--- src/rtl/quad_step_decoder.sv ---
// rtl/quad_step_decoder.sv - quadrature encoder synchroniser, glitch filter, step decoder and position counter
module quad_step_decoder #(
    parameter int WIDTH      = 8,
    parameter int FILTER_LEN = 3
) (
    input  logic             clk,
    input  logic             reset,
    input  logic             quad_a,
    input  logic             quad_b,
    input  logic             enable,
    input  logic             clear,
    output logic [WIDTH-1:0] count,
    output logic             step_valid,
    output logic             step_dir,
    output logic             overflow,
    output logic             underflow,
    output logic             error
);

    localparam logic [3:0]       FLEN = 4'(FILTER_LEN);
    localparam logic [WIDTH-1:0] ONE  = WIDTH'(1);

    // Bit 1 carries channel A, bit 0 carries channel B throughout.
    logic [1:0]      sync1;
    logic [1:0]      sync2;
    logic [1:0]      sync_fill;
    logic [1:0]      pending;
    logic [1:0][3:0] flt_cnt;
    logic [1:0]      filt;
    logic [1:0]      prev;
    logic            primed;

    logic [1:0] cur;
    logic       changed;
    logic       illegal;
    logic       legal;
    logic       dir;
    logic       both_stable;

    always_ff @(posedge clk) begin
        if (reset) begin
            sync1     <= 2'b00;
            sync2     <= 2'b00;
            sync_fill <= 2'b00;
            pending   <= 2'b00;
            flt_cnt   <= '0;
            filt      <= 2'b00;
        end else begin
            sync1     <= {quad_a, quad_b};
            sync2     <= sync1;
            sync_fill <= {sync_fill[0], 1'b1};
            // Stale reset values in the synchroniser must not count as stable samples.
            if (sync_fill[1]) begin
                for (int i = 0; i < 2; i++) begin
                    if (flt_cnt[i] == 4'd0 || sync2[i] != pending[i]) begin
                        pending[i] <= sync2[i];
                        flt_cnt[i] <= 4'd1;
                    end else if (flt_cnt[i] != FLEN) begin
                        flt_cnt[i] <= flt_cnt[i] + 4'd1;
                    end
                    if (flt_cnt[i] == FLEN) begin
                        filt[i] <= pending[i];
                    end
                end
            end
        end
    end

    always_comb begin
        cur         = filt;
        changed     = primed && (cur != prev);
        illegal     = changed && (cur == ~prev);
        legal       = changed && !illegal;
        // Up steps satisfy A_prev != B_cur for every edge of the Gray cycle.
        dir         = prev[1] ^ cur[0];
        both_stable = (flt_cnt[1] == FLEN) && (flt_cnt[0] == FLEN);
    end

    always_ff @(posedge clk) begin
        if (reset) begin
            prev       <= 2'b00;
            primed     <= 1'b0;
            count      <= '0;
            step_valid <= 1'b0;
            step_dir   <= 1'b0;
            overflow   <= 1'b0;
            underflow  <= 1'b0;
            error      <= 1'b0;
        end else begin
            step_valid <= 1'b0;
            overflow   <= 1'b0;
            underflow  <= 1'b0;
            error      <= illegal;
            // Prime from the value the filters are loading now, so the first real change is the first event.
            if (!primed) begin
                if (both_stable) begin
                    prev   <= pending;
                    primed <= 1'b1;
                end
            end else if (changed) begin
                prev <= cur;
            end
            if (clear) begin
                count <= '0;
            end else if (enable && legal) begin
                step_valid <= 1'b1;
                step_dir   <= dir;
                if (dir) begin
                    count    <= count + ONE;
                    overflow <= &count;
                end else begin
                    count     <= count - ONE;
                    underflow <= (count == '0);
                end
            end
        end
    end

endmodule

--- config.mk ---
export PLATFORM = sky130hd
export DESIGN_NAME = quad_step_decoder
export DESIGN_NICKNAME = d
export VERILOG_FILES = /design/src/rtl/quad_step_decoder.sv
export SDC_FILE = /design/constraint.sdc
export NUM_CORES = 1
export LEC_CHECK = 0
export CORE_MARGIN = 3
export CORE_UTILIZATION = 55
export CTS_BUF_LIST = sky130_fd_sc_hd__clkbuf_4 sky130_fd_sc_hd__clkbuf_8
export DETAILED_ROUTE_END_ITERATION = 6
export HOLD_SLACK_MARGIN = 0.1
export PLACE_DENSITY = 0.86
export SKIP_LAST_GASP = 1
export SYNTH_ARGS = -nofsm -noshare
export SYNTH_HDL_FRONTEND = slang
export SYNTH_SLANG_ARGS = --single-unit
--- constraint.sdc ---
create_clock -name clk -period 3.3 [get_ports clk]
set_clock_uncertainty 0.05 [all_clocks]
set_input_delay 0.66 -clock clk [delete_from_list [all_inputs] [get_ports clk]]
set_output_delay 0.66 -clock clk [all_outputs]
set_load 0.005 [all_outputs]
[Yosys cells after proc, flatten, opt, wreduce, memory -nomap -nowiden]
Index checks and enable logic that the tools add are counted.
Operators by class
  add/sub/neg operators: 4
  reductions and logical operators: 26
  muxes and demuxes: 12
  bitwise logic cells: 5
  eq/ne operators: 9
Operators by type and width (count)
  two-way mux 4 bit: 4
  AND reduction 2 bit: 8
  adder 4 x 1 -> 4 bit (second input constant): 2
  adder 8 x 1 -> 8 bit (second input constant): 1
  equality test 4 x 2 -> 1 bit (second input constant): 2
  logical NOT 4 bit: 2
  logical NOT 8 bit: 1
  two-way mux 8 bit: 1
  inequality test 4 x 2 -> 1 bit (second input constant): 2
  AND reduction 8 bit: 1
  OR reduction 4 bit: 2
  subtractor 8 x 1 -> 8 bit (second input constant): 1
  two-way mux 2 bit: 3
  nonzero test 2 bit: 3
  logical AND 1 bit: 5
  two-way mux 1 bit: 4
  NOT 1 bit: 3
  equality test 2 bit: 1
  logical OR 1 bit: 2
  inequality test 1 bit: 2
  inequality test 2 x 1 -> 1 bit (second input constant): 1
  inequality test 2 bit: 1
  NOT 2 bit: 1
  OR reduction 2 bit: 1
  2 further kinds: 2
Storage, ports and cells
  input bits: 6
  output and inout bits: 13
  register bits after elaboration: 34
  logic and storage cells: 74

[Depth between registers and ports, before layout]
  word-level depth: 8
  depth in mapped cells: 7
  gate-level depth less buffers: 7

[Worst setup path before layout]
OpenSTA, ideal clock, no wires.
  path kind: flip-flop to flip-flop
  start: reg filt[0], in the netlist cur[0]
  end: reg count[4]
  setup time: 72 ps
  arrival time: 1795 ps
  buffers on the path: 0
  clock period less this slack: 1917 ps
  required time: 3178 ps
  slack: 1383 ps
  cell stages (with the launch flop): 8
  cell sequence: dfxtp_1 -> xnor2_1 -> xnor2_1 -> ha_1 -> nor3_1 -> nand3_1 -> a211oi_1 -> mux2i_1
On the way
  word-level cells in the longest chain between the ends: 6
  elaborated cells on any way between the ends: 9
  classes of those cells: eq/ne: 2; mux: 1; bitwise: 1; reduce/logical: 5
RTL lines
  start: declaration: RTL line 29  | logic [1:0] filt;
  start signal: indexed assignment: RTL line 62  | filt[i] <= pending[i];
  inequality test 2 bit: RTL line 71  | changed = primed && (cur != prev);
  logical AND 1 bit: RTL line 71
  logical AND 1 bit: RTL line 72  | illegal = changed && (cur == ~prev);
  logical NOT 1 bit: RTL line 73  | legal = changed && !illegal;
  logical AND 1 bit: RTL line 73
  logical AND 1 bit: RTL line 105  | end else if (enable && legal) begin
  end signal: assignment: RTL line 109  | count <= count + ONE;
  end signal: assignment: RTL line 112  | count <= count - ONE;
  end: declaration: RTL line 12  | output logic [WIDTH-1:0] count,
Parallel ways exist; a longest one is shown, timed or not.
A chain may end at the register's enable or synchronous reset.

[Final worst setup path]
  start: reg filt[0], in the netlist cur[0]
  end: reg count[6]
The elaborated chain is that of the path after synthesis.

==> results.py <==
metrics = {
    "outcome": {
        "status": "finished, final reports clean",
    },
    "floorplan": {
        "dieHeight_um": 59.9,
        "rows": 18,
        "initial_core_util": 0.611,
        "die_w_um": 59.9,
        "design.core.area_um2": 2610,
        "ios": 19,
        "die_area_um2": 3590,
    },
    "setup_path": {
        "crit_start": "cur[0]",
        "crit_fanout": 8,
        "r2r-start": "cur[0]",
        "critPathLaunchType": "register",
        "ff2ff_path_depth": 7,
        "cp-end-kind": "register",
        "r2r_slack_ns": 0.98,
        "crit_type": "register to register",
        "crit_required_ns": 3.52,
        "reg2reg_to": "count[6]",
        "critPathArrivalTime_ns": 2.54,
    },
    "placed_design": {
        "port_buffers": 18,
        "dp.cells": 215,
        "gp_routability_congestion": 0.854,
        "hpwl_um": 2420,
    },
    "hold_path": {
        "min_path_cells": 1,
        "min_path_type": "register to register",
        "min_from": "sync1[0]",
        "whs_endpoint": "sync2[0]",
    },
    "synth": {
        "syn-instance-count": 173,
        "seq_area_frac_synth": 0.426,
        "synth_cell_types": 34,
        "syn_area_per_cell_um2": 9.23,
        "ys_seq_elements": 34,
        "synthArstFlopShare": 0,
        "synthesis.area_um2": 1600,
        "ys.flop_type": "dfxtp_1",
        "synth_top_area_share": 0.426,
        "yosysWarnings": 0,
        "synth_top_cell_by_area": "dfxtp_1",
        "synth-edff-count": 0,
        "yosys-top-cells-area": "dfxtp_1, mux2i_1, nor2_1, ha_1, xnor2_1",
        "synthesis.nets": 184,
    },
    "power_and_ir_drop": {
        "fin_total_pwr_mw": 0.749,
        "p_leak_nw": 0.726,
        "p_per_area_nw_per_um2": 401,
        "irDropWorstVdd_mv": 0.365,
    },
    "finish": {
        "area_delta_synth_final_pct": 17.0,
        "fillers": 200,
        "fin_util": 0.715,
        "nets": 203,
        "fin_cells": 223,
        "antenna_cells": 0,
        "drive_gt1_frac": 0.0829,
    },
    "clock_tree": {
        "clk_pin_slew_ns": 0.09,
        "cts_buffers": 5,
        "ctsHoldBuffers": 0,
        "cts-resized-gates": 0,
        "insertion_delay_ns": 0.33,
        "postCtsSetupRepairBufs": 0,
        "root_buffer": "clkbuf_4",
        "cts_max_level": 2,
        "clock_path_buffers": 2,
        "cts.sinks": 34,
        "cts_tree": "done",
    },
    "sta": {
        "clock.fmax_mhz": 430,
        "fin_crit_sh": 0.705,
        "final_hold_viol_count": 0,
        "final.min_clock_period_ns": 2.32,
        "setup_tns_ns": 0,
        "slew_headroom": 0.397,
        "setup_viol": 0,
        "rsz0062_at_grt": "false",
        "hold_slack_ns": 0.405,
        "worst_pin_slew_ns": 0.899,
        "drv_slew": 0,
    },
    "grt": {
        "grt_overflow": 0,
        "grt_pass1_wl_um": 5610,
        "grt_start_max_net_pins": 25,
        "antenna_found_initial": 0,
        "grt_pass1_vias": 1279,
        "track_usage": 0.210,
    },
    "route": {
        "routedWlPerCell_um": 15.0,
        "via_per_inst": 5.91,
        "wl_um": 3360,
        "ant_nets": 0,
        "route.detailed.drc": 0,
        "drt_pre_antenna_iters": 4,
        "drtIter0Drc": 80,
        "route.vias.total": 1319,
    },
    "flow_run": {
        "max_cap_viol_count": 0,
    },
}
-- synthesized netlist by cell type, types with 6 or more instances --
cell type	number
dfxtp_1	34
inv_1	8
mux2i_1	14
nand2_1	11
nand3_1	7
nand4_1	6
nor2_1	18
or3_1	6
xnor2_1	7
xor2_1	7
-- where the power goes --
group          internal [mW]  switching (mW)  leakage [nW]
Clock                  0.146           0.132        0.0446
Combinational         0.0225          0.0226         0.406
Sequential             0.418         0.00782         0.276
-- state kept, by name, indices dropped and copies added (netlist names) --
signal	flops
cur	2
prev	2
overflow	1
primed	1
step_valid	1
underflow	1
sync2	2
sync1	2
step_dir	1
count	8
flt_cnt	8
error	1
sync_fill	2
pending	2
-- critical path, cell delays in order (launching register included) --
cell	delay, ns
dfxtp_1	0.38
xnor2_1	0.63
xnor2_1	0.14
ha_1	0.27
inv_1	0.09
nand4_1	0.09
a211oi_1	0.41
mux2i_1	0.21
-- metal layers --
layer	track usage	vias to the layer above	routed length, µm
li1	-	650	-
met1	0.270	622	1520
met2	0.326	41	1570
met3	0.0518	6	202
met4	0.104	0	64
met5	0	-	0
-- cell type report --
class	instances	area [µm²]	share of cell area
well taps	30	37.5	0.0201
clock buffers	8	78.8	0.0422
flip-flops and latches	34	681	0.364
inverters	8	30.0	0.0161
multi-input cells	125	861	0.461
repair buffers	18	180	0.0965
-- worst max path at each step --
stage                     end  slack, ns  depth (start not counted)
finish               count[6]       0.98                          7
global route         count[6]       0.85                          7
CTS                  count[4]       1.07                          7
detailed placement  underflow       0.88                          3
global placement    underflow       1.02                          3
floorplan            count[4]       1.38                          7
-- cells in the final DEF, fill, tap and decap left out, types with 3 or more instances in the layout --
cell type,instances
a211oi_1,5
mux2i_1,14
inv_1,8
nand2_1,11
dfxtp_1,34
nand3_1,7
o21ai_0,4
clkdlybuf4s50_1,18
a21oi_1,4
clkbuf_4,5
nor2b_1,5
clkbuf_8,3
or3_1,6
xor2_1,7
nor2_1,18
nor4_1,3
ha_1,5
xnor2_1,7
nand4_1,6
-- metrics by stage --
step	setup WS, ns	instance area [µm²]
after floorplan	1.38	1600
after global placement	1.02	1790
after detailed placement	0.879	1790
after CTS	1.07	1870
after global routing	0.848	1870
final	0.975	1870
-- cells by family (layout without fill, tap and decap cells) --
group / count (synthesis) / count (layout) / share of synthesized area
mux: 16 / 16 / 0.102
compound gates: 21 / 21 / 0.0948
flops: 34 / 34 / 0.426
fa+ha+maj: 5 / 5 / 0.0392
simple gates: 69 / 69 / 0.226
xor+xnor: 14 / 14 / 0.0768
buf+inv: 14 / 34 / 0.0345
No activity file was read; power rests on OpenSTA's default activity.
